$ cat config.mk
export PLATFORM = sky130hd
export DESIGN_NAME = i2c_master_ctrl
export DESIGN_NICKNAME = d
export VERILOG_FILES = /design/src/rtl/i2c_pkg.sv /design/src/rtl/i2c_master_ctrl_quarter_tick.sv /design/src/rtl/i2c_master_ctrl.sv
export SDC_FILE = /design/constraint.sdc
export NUM_CORES = 1
export LEC_CHECK = 0
export CAP_MARGIN = 20
export CORE_UTILIZATION = 45
export CTS_BUF_LIST = sky130_fd_sc_hd__clkbuf_16
export DETAILED_ROUTE_END_ITERATION = 8
export PLACE_DENSITY = 0.67
export SETUP_SLACK_MARGIN = 0.3
export SLEW_MARGIN = 20
export SYNTH_ARGS = -nofsm -noshare
export SYNTH_HDL_FRONTEND = slang
export SYNTH_SLANG_ARGS = --single-unit
$ cat constraint.sdc
create_clock -name clk -period 10.19 [get_ports clk]
set_clock_uncertainty 0.15 [all_clocks]
set_input_delay 3.057 -clock clk [delete_from_list [all_inputs] [get_ports clk]]
set_output_delay 3.057 -clock clk [all_outputs]
set_load 0.005 [all_outputs]
$ cat src/rtl/i2c_pkg.sv
`default_nettype none
// ============================================================================
// Module      : i2c_pkg
// Description : Shared types and constants for the single-byte I2C master
//               sequencer: FSM state encoding, quarter-slot indices and
//               address/data widths.
// Revision    : 1.0 - initial release
// ============================================================================
package i2c_pkg;

    localparam int I2C_ADDR_W = 7;
    localparam int I2C_DATA_W = 8;

    // Quarter index within one bit slot
    localparam logic [1:0] Q0 = 2'd0;
    localparam logic [1:0] Q1 = 2'd1;
    localparam logic [1:0] Q2 = 2'd2;
    localparam logic [1:0] Q3 = 2'd3;

    typedef enum logic [3:0] {
        IDLE  = 4'd0,
        START = 4'd1,
        ADDR  = 4'd2,
        AACK  = 4'd3,
        WDATA = 4'd4,
        WACK  = 4'd5,
        RDATA = 4'd6,
        RACK  = 4'd7,
        STOP  = 4'd8
    } i2c_state_e;

endpackage : i2c_pkg
`default_nettype wire

$ cat src/rtl/i2c_master_ctrl_quarter_tick.sv
`default_nettype none
// ============================================================================
// Module      : i2c_quarter_tick
// Description : Divides the system clock into SCL quarter periods. Emits a
//               one-cycle qtick on the last clock of each quarter and keeps
//               a 2-bit quarter index. Held at zero while clear is high.
// Revision    : 1.0 - initial release
// ============================================================================
module i2c_quarter_tick
    import i2c_pkg::*;
#(
    parameter int CLK_DIV = 4
) (
    input  logic       clk,
    input  logic       rst_n,
    input  logic       clear,
    output logic       qtick,
    output logic [1:0] quarter,
    output logic [1:0] quarter_nx
);

    localparam logic [7:0] CNT_LAST = 8'(CLK_DIV - 1);

    logic [7:0] cnt_q;
    logic [7:0] cnt_d;
    logic [1:0] quarter_q;
    logic [1:0] quarter_d;

    // Next-count and next-quarter computation; terminal count wraps to zero
    always_comb begin
        qtick     = 1'b0;
        cnt_d     = cnt_q;
        quarter_d = quarter_q;
        if (clear) begin
            cnt_d     = 8'd0;
            quarter_d = Q0;
        end else if (cnt_q == CNT_LAST) begin
            qtick     = 1'b1;
            cnt_d     = 8'd0;
            quarter_d = quarter_q + 2'd1;
        end else begin
            cnt_d     = cnt_q + 8'd1;
        end
    end

    // Counter and quarter index registers
    always_ff @(posedge clk or negedge rst_n) begin
        if (!rst_n) begin
            cnt_q     <= 8'd0;
            quarter_q <= Q0;
        end else begin
            cnt_q     <= cnt_d;
            quarter_q <= quarter_d;
        end
    end

    assign quarter    = quarter_q;
    assign quarter_nx = quarter_d;

endmodule : i2c_quarter_tick
`default_nettype wire

$ cat src/rtl/i2c_master_ctrl.sv
`default_nettype none
// ============================================================================
// Module      : i2c_master_ctrl
// Description : Single-byte I2C master sequencer. Generates START, address +
//               R/W, one data byte (write or read), both ACK slots and STOP.
//               SCL/SDA are registered and decoded from the next-state values
//               so they switch exactly on slot boundaries without glitches.
// Revision    : 1.0 - initial release
// ============================================================================
module i2c_master_ctrl
    import i2c_pkg::*;
#(
    parameter int CLK_DIV = 4
) (
    input  logic                  clk,
    input  logic                  rst_n,
    input  logic                  start,
    input  logic                  rw,
    input  logic [I2C_ADDR_W-1:0] address,
    input  logic [I2C_DATA_W-1:0] data_in,
    input  logic                  sda_in,
    output logic [I2C_DATA_W-1:0] data_out,
    output logic                  busy,
    output logic                  done,
    output logic                  ack_err,
    output logic                  scl_out,
    output logic                  sda_out
);

    i2c_state_e            state_q, state_d;
    logic [2:0]            bit_cnt_q, bit_cnt_d;
    logic [7:0]            addr_rw_q, addr_rw_d;
    logic [I2C_DATA_W-1:0] wdata_q, wdata_d;
    logic [I2C_DATA_W-1:0] data_out_q, data_out_d;
    logic                  busy_q, busy_d;
    logic                  done_q, done_d;
    logic                  ack_err_q, ack_err_d;
    logic                  scl_q, scl_d;
    logic                  sda_q, sda_d;

    logic                  qtick;
    logic [1:0]            quarter;
    logic [1:0]            quarter_nx;
    logic                  slot_end;
    logic                  sample;

    i2c_quarter_tick #(
        .CLK_DIV (CLK_DIV)
    ) u_quarter_tick (
        .clk        (clk),
        .rst_n      (rst_n),
        .clear      (state_q == IDLE),
        .qtick      (qtick),
        .quarter    (quarter),
        .quarter_nx (quarter_nx)
    );

    // Bit slot ends on the last clock of Q3; the bus is sampled on the last clock of Q2
    assign slot_end = qtick && (quarter == Q3);
    assign sample   = qtick && (quarter == Q2);

    // Next-state, shifter, bit counter and status logic
    always_comb begin
        state_d    = state_q;
        bit_cnt_d  = bit_cnt_q;
        addr_rw_d  = addr_rw_q;
        wdata_d    = wdata_q;
        data_out_d = data_out_q;
        busy_d     = busy_q;
        done_d     = 1'b0;
        ack_err_d  = ack_err_q;
        case (state_q)
            IDLE: begin
                busy_d = 1'b0;
                if (start) begin
                    addr_rw_d = {address, rw};
                    wdata_d   = data_in;
                    ack_err_d = 1'b0;
                    busy_d    = 1'b1;
                    bit_cnt_d = 3'd7;
                    state_d   = START;
                end
            end
            START: begin
                if (slot_end) begin
                    bit_cnt_d = 3'd7;
                    state_d   = ADDR;
                end
            end
            ADDR: begin
                if (slot_end) begin
                    bit_cnt_d = bit_cnt_q - 3'd1;
                    if (bit_cnt_q == 3'd0) begin
                        state_d = AACK;
                    end
                end
            end
            AACK: begin
                if (sample && sda_in) begin
                    ack_err_d = 1'b1;
                end
                // ack_err was cleared on accept, so here it reflects this slot only
                if (slot_end) begin
                    bit_cnt_d = 3'd7;
                    if (ack_err_q) begin
                        state_d = STOP;
                    end else if (addr_rw_q[0]) begin
                        state_d = RDATA;
                    end else begin
                        state_d = WDATA;
                    end
                end
            end
            WDATA: begin
                if (slot_end) begin
                    bit_cnt_d = bit_cnt_q - 3'd1;
                    if (bit_cnt_q == 3'd0) begin
                        state_d = WACK;
                    end
                end
            end
            WACK: begin
                if (sample && sda_in) begin
                    ack_err_d = 1'b1;
                end
                if (slot_end) begin
                    state_d = STOP;
                end
            end
            RDATA: begin
                if (sample) begin
                    data_out_d = {data_out_q[I2C_DATA_W-2:0], sda_in};
                end
                if (slot_end) begin
                    bit_cnt_d = bit_cnt_q - 3'd1;
                    if (bit_cnt_q == 3'd0) begin
                        state_d = RACK;
                    end
                end
            end
            RACK: begin
                if (slot_end) begin
                    state_d = STOP;
                end
            end
            STOP: begin
                if (slot_end) begin
                    done_d  = 1'b1;
                    busy_d  = 1'b0;
                    state_d = IDLE;
                end
            end
            default: begin
                state_d = IDLE;
                busy_d  = 1'b0;
            end
        endcase
    end

    // Bus waveform decoded from the values the sequencer is about to enter
    always_comb begin
        scl_d = 1'b1;
        sda_d = 1'b1;
        case (state_d)
            START: begin
                scl_d = 1'b1;
                sda_d = (quarter_nx == Q0) || (quarter_nx == Q1);
            end
            ADDR: begin
                scl_d = quarter_nx[1];
                sda_d = addr_rw_d[bit_cnt_d];
            end
            WDATA: begin
                scl_d = quarter_nx[1];
                sda_d = wdata_d[bit_cnt_d];
            end
            AACK, WACK, RDATA, RACK: begin
                scl_d = quarter_nx[1];
                sda_d = 1'b1;
            end
            STOP: begin
                scl_d = (quarter_nx != Q0);
                sda_d = (quarter_nx == Q3);
            end
            default: begin
                scl_d = 1'b1;
                sda_d = 1'b1;
            end
        endcase
    end

    // State and datapath registers; reset aborts without generating STOP
    always_ff @(posedge clk or negedge rst_n) begin
        if (!rst_n) begin
            state_q    <= IDLE;
            bit_cnt_q  <= 3'd7;
            addr_rw_q  <= 8'd0;
            wdata_q    <= '0;
            data_out_q <= '0;
            busy_q     <= 1'b0;
            done_q     <= 1'b0;
            ack_err_q  <= 1'b0;
            scl_q      <= 1'b1;
            sda_q      <= 1'b1;
        end else begin
            state_q    <= state_d;
            bit_cnt_q  <= bit_cnt_d;
            addr_rw_q  <= addr_rw_d;
            wdata_q    <= wdata_d;
            data_out_q <= data_out_d;
            busy_q     <= busy_d;
            done_q     <= done_d;
            ack_err_q  <= ack_err_d;
            scl_q      <= scl_d;
            sda_q      <= sda_d;
        end
    end

    assign data_out = data_out_q;
    assign busy     = busy_q;
    assign done     = done_q;
    assign ack_err  = ack_err_q;
    assign scl_out  = scl_q;
    assign sda_out  = sda_q;

endmodule : i2c_master_ctrl
`default_nettype wire

# Word-level counts from Yosys, hierarchy flattened
# Index checks and enable logic that the tools add are counted.
# Widths: inputs -> output; s select.
[word_totals]
ff_bits = 46
inputBits = 20
out_inout_bits = 13
elab_cells = 101
[op_classes]
addsub = 3
magnitude_cmp = 1
n_eq_ne = 24
mux = 42
bitwise = 1
reduce_logical = 18
[ops]
columns = ["operator", "count"]
rows = [
  ["$mux 4", 12],
  ["$mux 8", 6],
  ["$eq 4x3->1 const B", 8],
  ["$pmux 4 s8", 1],
  ["$eq 4x2->1 const B", 4],
  ["$mux 1", 10],
  ["$mux 3", 3],
  ["$pmux 3 s3", 1],
  ["$add 8x1->8 const B", 1],
  ["$eq 4x1->1 const B", 2],
  ["$eq 4x4->1 const B", 2],
  ["$eq 8x2->1 const B", 1],
  ["$reduce_or 7->1", 1],
  ["$bmux 1 s3", 2],
  ["$eq 2x2->1 const B", 3],
  ["$mux 2", 3],
  ["$reduce_or 2->1", 3],
  ["$reduce_or 6->1", 1],
  ["$logic_not 4->1", 1],
  ["$lt 3x4->1 const B", 1],
  ["$ne 2x2->1 const B", 2],
  ["$pmux 1 s2", 2],
  ["$pmux 1 s4", 1],
  ["$reduce_and 2->1", 2],
  ["13 further kinds", 16],
]

# Longest topological paths before layout
[depth]
ltp_word = 9
depth_mapped = 13
mapped_depth_nobuf = 13

# Cells and area by module
# From an unflattened synthesis, not the netlist that was laid out.
[hier_totals]
cells_unflattened = 192
hier_area_um2 = 2314.7
[by_module_without_submodules]
columns = ["mod", "instances", "cells_per_inst", "area_each_um2", "seq_area_each_um2"]
rows = [
  ["i2c_master_ctrl", 1, 145, 1846.8, 907.1],
  ["i2c_quarter_tick", 1, 47, 467.9, 250.2],
]

# Least setup slack after synthesis
# Ideal clock, no wire load.
[synth_timing]
path_kind = "in2reg"
startpoint = "input start"
endpoint = "register sda_q (netlist: sda_out)"
setup_time_ns = 0.098
t_arrival_ns = 4.673
required_time_ns = 9.942
setup_slack_ns = 5.268
cell_stages = 8
n_path_buf = 1
cell_sequence = "buf_4 -> nor4_1 -> a2111oi_2 -> a221oi_2 -> nor2_2 -> mux2i_1 -> mux2_2 -> o311ai_1"
[synth_between]
elab_chain_cells = 5
elab_cells_between_ends = 17
cone_classes = "eq/ne (4); mux (13)"
[synth_lines]
columns = ["element", "line_no", "text"]
rows = [
  ["from (decl)", "i2c_master_ctrl.sv:17", "input logic start,"],
  ["$mux 3 *", "i2c_master_ctrl.sv:75", "if (start) begin"],
  ["$pmux 3 s3 *", "i2c_master_ctrl.sv:72", "case (state_q)"],
  ["via bit_cnt_d[1]", "i2c_master_ctrl.sv:31", "logic [2:0] bit_cnt_q, bit_cnt_d;"],
  ["$bmux 1 s3, on equally long branches", "i2c_master_ctrl.sv:175, i2c_master_ctrl.sv:171", ""],
  ["$mux 1, on equally long branches", "i2c_master_ctrl.sv:175, i2c_master_ctrl.sv:171", ""],
  ["$pmux 1 s4 *", "i2c_master_ctrl.sv:164", "case (state_d)"],
  ["via sda_d", "i2c_master_ctrl.sv:39", "logic sda_q, sda_d;"],
  ["to (signal assigned)", "i2c_master_ctrl.sv:204", "sda_q <= 1'b1;"],
  ["to (signal assigned)", "i2c_master_ctrl.sv:215", "sda_q <= sda_d;"],
  ["to (decl)", "i2c_master_ctrl.sv:39", ""],
]
# The timed path passes the listed nets; every way through them passes the cells marked *. The select of a mux whose other input is x is not followed.
# A chain may end at the register's enable or synchronous reset.

# Final worst setup path
# Ends and elaborated chain as after synthesis.

==> summary.md <==
| Metric | Value |
|---|---|
| Status | completed |
| CTS hold repair buffers | 0 |
| Crit share post-route | 54.3% |
| CP Buf/Inv Count | 1 |
| Period minus WS final | roughly 5.5 ns |
| Most used DFF post-synth | dfrtp_1 |
| Final core occ | ~58% |
| Post-layout nets | approximately 280 |
| Adder-cell share of the synthesized area | about 3.0% |
| CP startpoint kind | input pin |
| Clk_lat worst skew | 0.28 ns |
| Die Width | ~76 um |
| Post-synth EDFFs | 0 |
| Register share of total power | between 30 and 40% |
| Mean Syn Cell Area | 11.3 um2 |
| CP max-delay cell | clkdlybuf4s50_1 |
| Worst EP arrival | around 5.6 ns |
| Final Hold Vio Count | 0 |
| Top Ports | 33 |
| FMAX | 181 MHz |
| Commonest non-fill, non-tap cell in the layout | dfrtp_1 |
| Mux cell area share after synthesis | about an eighth |
| Die H | 76.4 um |
| Area Growth Syn to Fin | 20.5% |
| Max cap viols | 0 |
| Worst vdd ir | about 0.16 mV |
| Placer's final routability congestion estimate | ~0.89 |
| Synth Net Count | roughly 250 |
| Synth Area in Simple Gates | 17.9% |
| Number of port buffers | 32 |
| Root Buffer Master | clkbuf_16 |
| CTS tree | yes |
| Routed len/inst | 15.1 um |
| Crit-path max cell delay | a little over 0.6 ns |
| Synth Area in Compound Gates | 12.7% |
| Remaining Overflow, GRT | 0 |
| Via density | roughly 5.5 |
| Worst Path Max Fanout | 9 |
| Post-synth cell types | between 60 and 70 |
| Drt first pass iters | 4 |
| Post-route setup TNS | 0 ns |
| Hold Worst Slack | 0.310 ns |
| DRC Markers | 0 |
| Initial antenna violation count | 0 |
| CP required | 10.22 ns |
| Clock buffer depth | 2 |
| Register bit total from synthesis | 46 |
| H-tree level count | 2 |
| Vias in the first global route | approximately 1700 |
| Kind of critical path | input pin to flop |
| Synth warnings | 0 |
| Leakage | 0.00130 uW |
| Routed Antenna Nets | 0 |
| Post-Synth XOR/XNOR Area | roughly 3.2% |
| CP endpoint kind | flop |
| Clk slew on worst S/H paths | 0.06 ns |
| RSZ-0062 raised after global routing | no |
| Main combinational cell family by area after synthesis | simple AND/OR/NAND/NOR gates |
| Die Area | just under 6000 um2 |
| Worst Max-Slew Pin Slew | about 0.58 ns |
| Switching share of power | between 30 and 40% |
| Gr usage total | between 10% and 20% |
| Final WL | approximately 4900 um |
| Rel. slew slack | approximately 61% |
| Async S/R FF share, synth | between 90% and 100% |
| Worst min-delay path category | flop to flop |
| Pin count of the biggest net entering global routing | 47 |
| Final Setup Violations | 0 |
| First-pass GRT wire length | 8230 um |
| Mapped Area | around 2500 um2 |
| Postcts setup bufs | 0 |
| Total CTS buffers | 5 |
| Net Switching | between 200 and 300 uW |
| Placed cell area | ~2800 um2 |
| Detailed placement HPWL | around 3400 um |
| Clock Sinks | 46 |
| Int Pwr | between 500 and 600 uW |
| Power Total | approximately 840 uW |
| Post-cts resize count | 0 |
| Combinational Power Share | between 40% and 50% |
| Vias | around 1800 |
| Final Cell Area | about 3000 um2 |
| Pwr per Cell Area | between 200 and 300 nW/um2 |
| Fin. max-slew vios | 0 |
| Synth Instances | 221 |
| Delay-heaviest family, CP | compound AO/OA/AOI/OAI gates |
| Clk pwr share | between 20% and 30% |
| Diodes inserted | 0 |
| Post-synthesis sequential area ratio | between 40% and 50% |
| Drt initial violations | 160 |
| Critical Path, Cell by Cell | clkdlybuf4s50_1 > nor4_1 > a2111oi_2 > a221oi_2 > nor2_2 > mux2i_1 > mux2_2 > o311ai_1 |
| Rows | 26 |
| Core area | ~5200 um2 |
| Commonest cells after routing, fill and taps aside | dfrtp_1 (41), clkdlybuf4s50_1 (31), nor2_1 (23), mux2_2 (22), a21oi_1 (12) |
| Initial Util | between 40% and 50% |
| Share of cells above drive strength 1 | a little under a quarter |
## metrics by stage
step / setup slack [ns] / instances
final: 4.66 / 322
after global routing: 4.45 / 322
after CTS: 4.66 / 322
after detailed placement: 4.42 / 314
after global placement: 4.60 / 314
after floorplan: 5.27 / 221
## worst reg2reg max path, stage by stage (launching register included)
cell	delay [ns]
dfrtp_1	0.37
ha_1	0.23
or4b_4	0.51
nor3b_2	0.45
inv_2	0.17
ha_1	0.31
inv_1	0.03
o32a_1	0.39
and3_4	0.21
or4_1	0.51
a31o_1	0.22
nand4_1	0.08
o311ai_1	0.11
## cell type report
cell class,instances,area [um2]
fill,458,2200
clock inverter,3,37.5
sequential,46,1160
tap,70,87.6
timing repair buffer,33,325
clock buffer,5,125
multi-input combinational,155,1230
inverter,10,37.5
## power groups by stage
| stage | clock (uW) | sequential (uW) | combinational (uW) |
|---|---|---|---|
| after floorplan | 0 | 285 | 289 |
| after global placement | 0 | 307 | 346 |
| after detailed placement | 0 | 308 | 352 |
| after CTS | 180 | 306 | 354 |
| after global routing | 187 | 315 | 391 |
| final | 177 | 307 | 354 |
## cell families after synthesis
logic type / after synthesis
AO/OA/AOI/OAI: 41
XOR/XNOR: 9
adder cells (fa/ha/maj): 6
buffers and inverters: 20
flip-flops: 46
multiplexers: 28
AND/OR/NAND/NOR: 71
## routing by layer
metal	track usage (%)	share of wire, %	up-vias
met5	0	0	-
met4	6.92	1.3	0
met3	2.99	4.1	7
met2	25.5	45	42
met1	26.7	49	872
li1	-	-	865
## synthesized netlist by cell type (2+ instances only)
cell      instances  area share (%)
nor4_4            2             1.7
o31ai_1           5             1.5
mux2_2           22             9.9
o21ai_0           2            0.40
nor4b_1           2            0.70
o22ai_1           2            0.50
or2_2             4             1.0
nor3_1            2            0.40
nor2_1           23             3.5
nand3_1           6             1.2
o211ai_1          2            0.60
nand2_1           7             1.1
nor4_1            2            0.50
mux2i_1           4             1.6
and4b_1           2            0.80
or4_1             2            0.60
dfrtp_1          41              41
buf_6             3             1.4
nand4_1           3            0.75
a21oi_1          12             2.4
inv_1             9             1.4
xnor2_1           4             1.4
dfstp_2           5             5.3
xor2_1            5             1.8
ha_1              6             3.0
o32a_1            2            0.80
nand2b_1          2            0.50
clkbuf_1          5            0.75
## flip-flops by register name (all words and copies together) (netlist names), 2 cells and up
signal and cells:
bit_cnt_q 3, state_q 4, wdata_q 8, u_quarter_tick.quarter 2, u_quarter_tick.cnt_q 8, data_out 8
addr_rw_q 8
## final timing paths
check | start | endpoint | slack (ns) | depth (start not counted)
setup / recovery | start | sda_out | 4.66 | 8
hold / removal | u_quarter_tick.cnt_q[0] | u_quarter_tick.cnt_q[0] | 0.31 | 1
setup reg to reg | u_quarter_tick.cnt_q[0] | sda_out | 6.37 | 12
hold reg to reg | u_quarter_tick.cnt_q[0] | u_quarter_tick.cnt_q[0] | 0.31 | 1
max in group asynchronous | rst_n | state_q[2] | 6.88 | 1
min in group asynchronous | rst_n | u_quarter_tick.cnt_q[1] | 2.61 | 1
No activity file was read; power rests on OpenSTA's default activity.
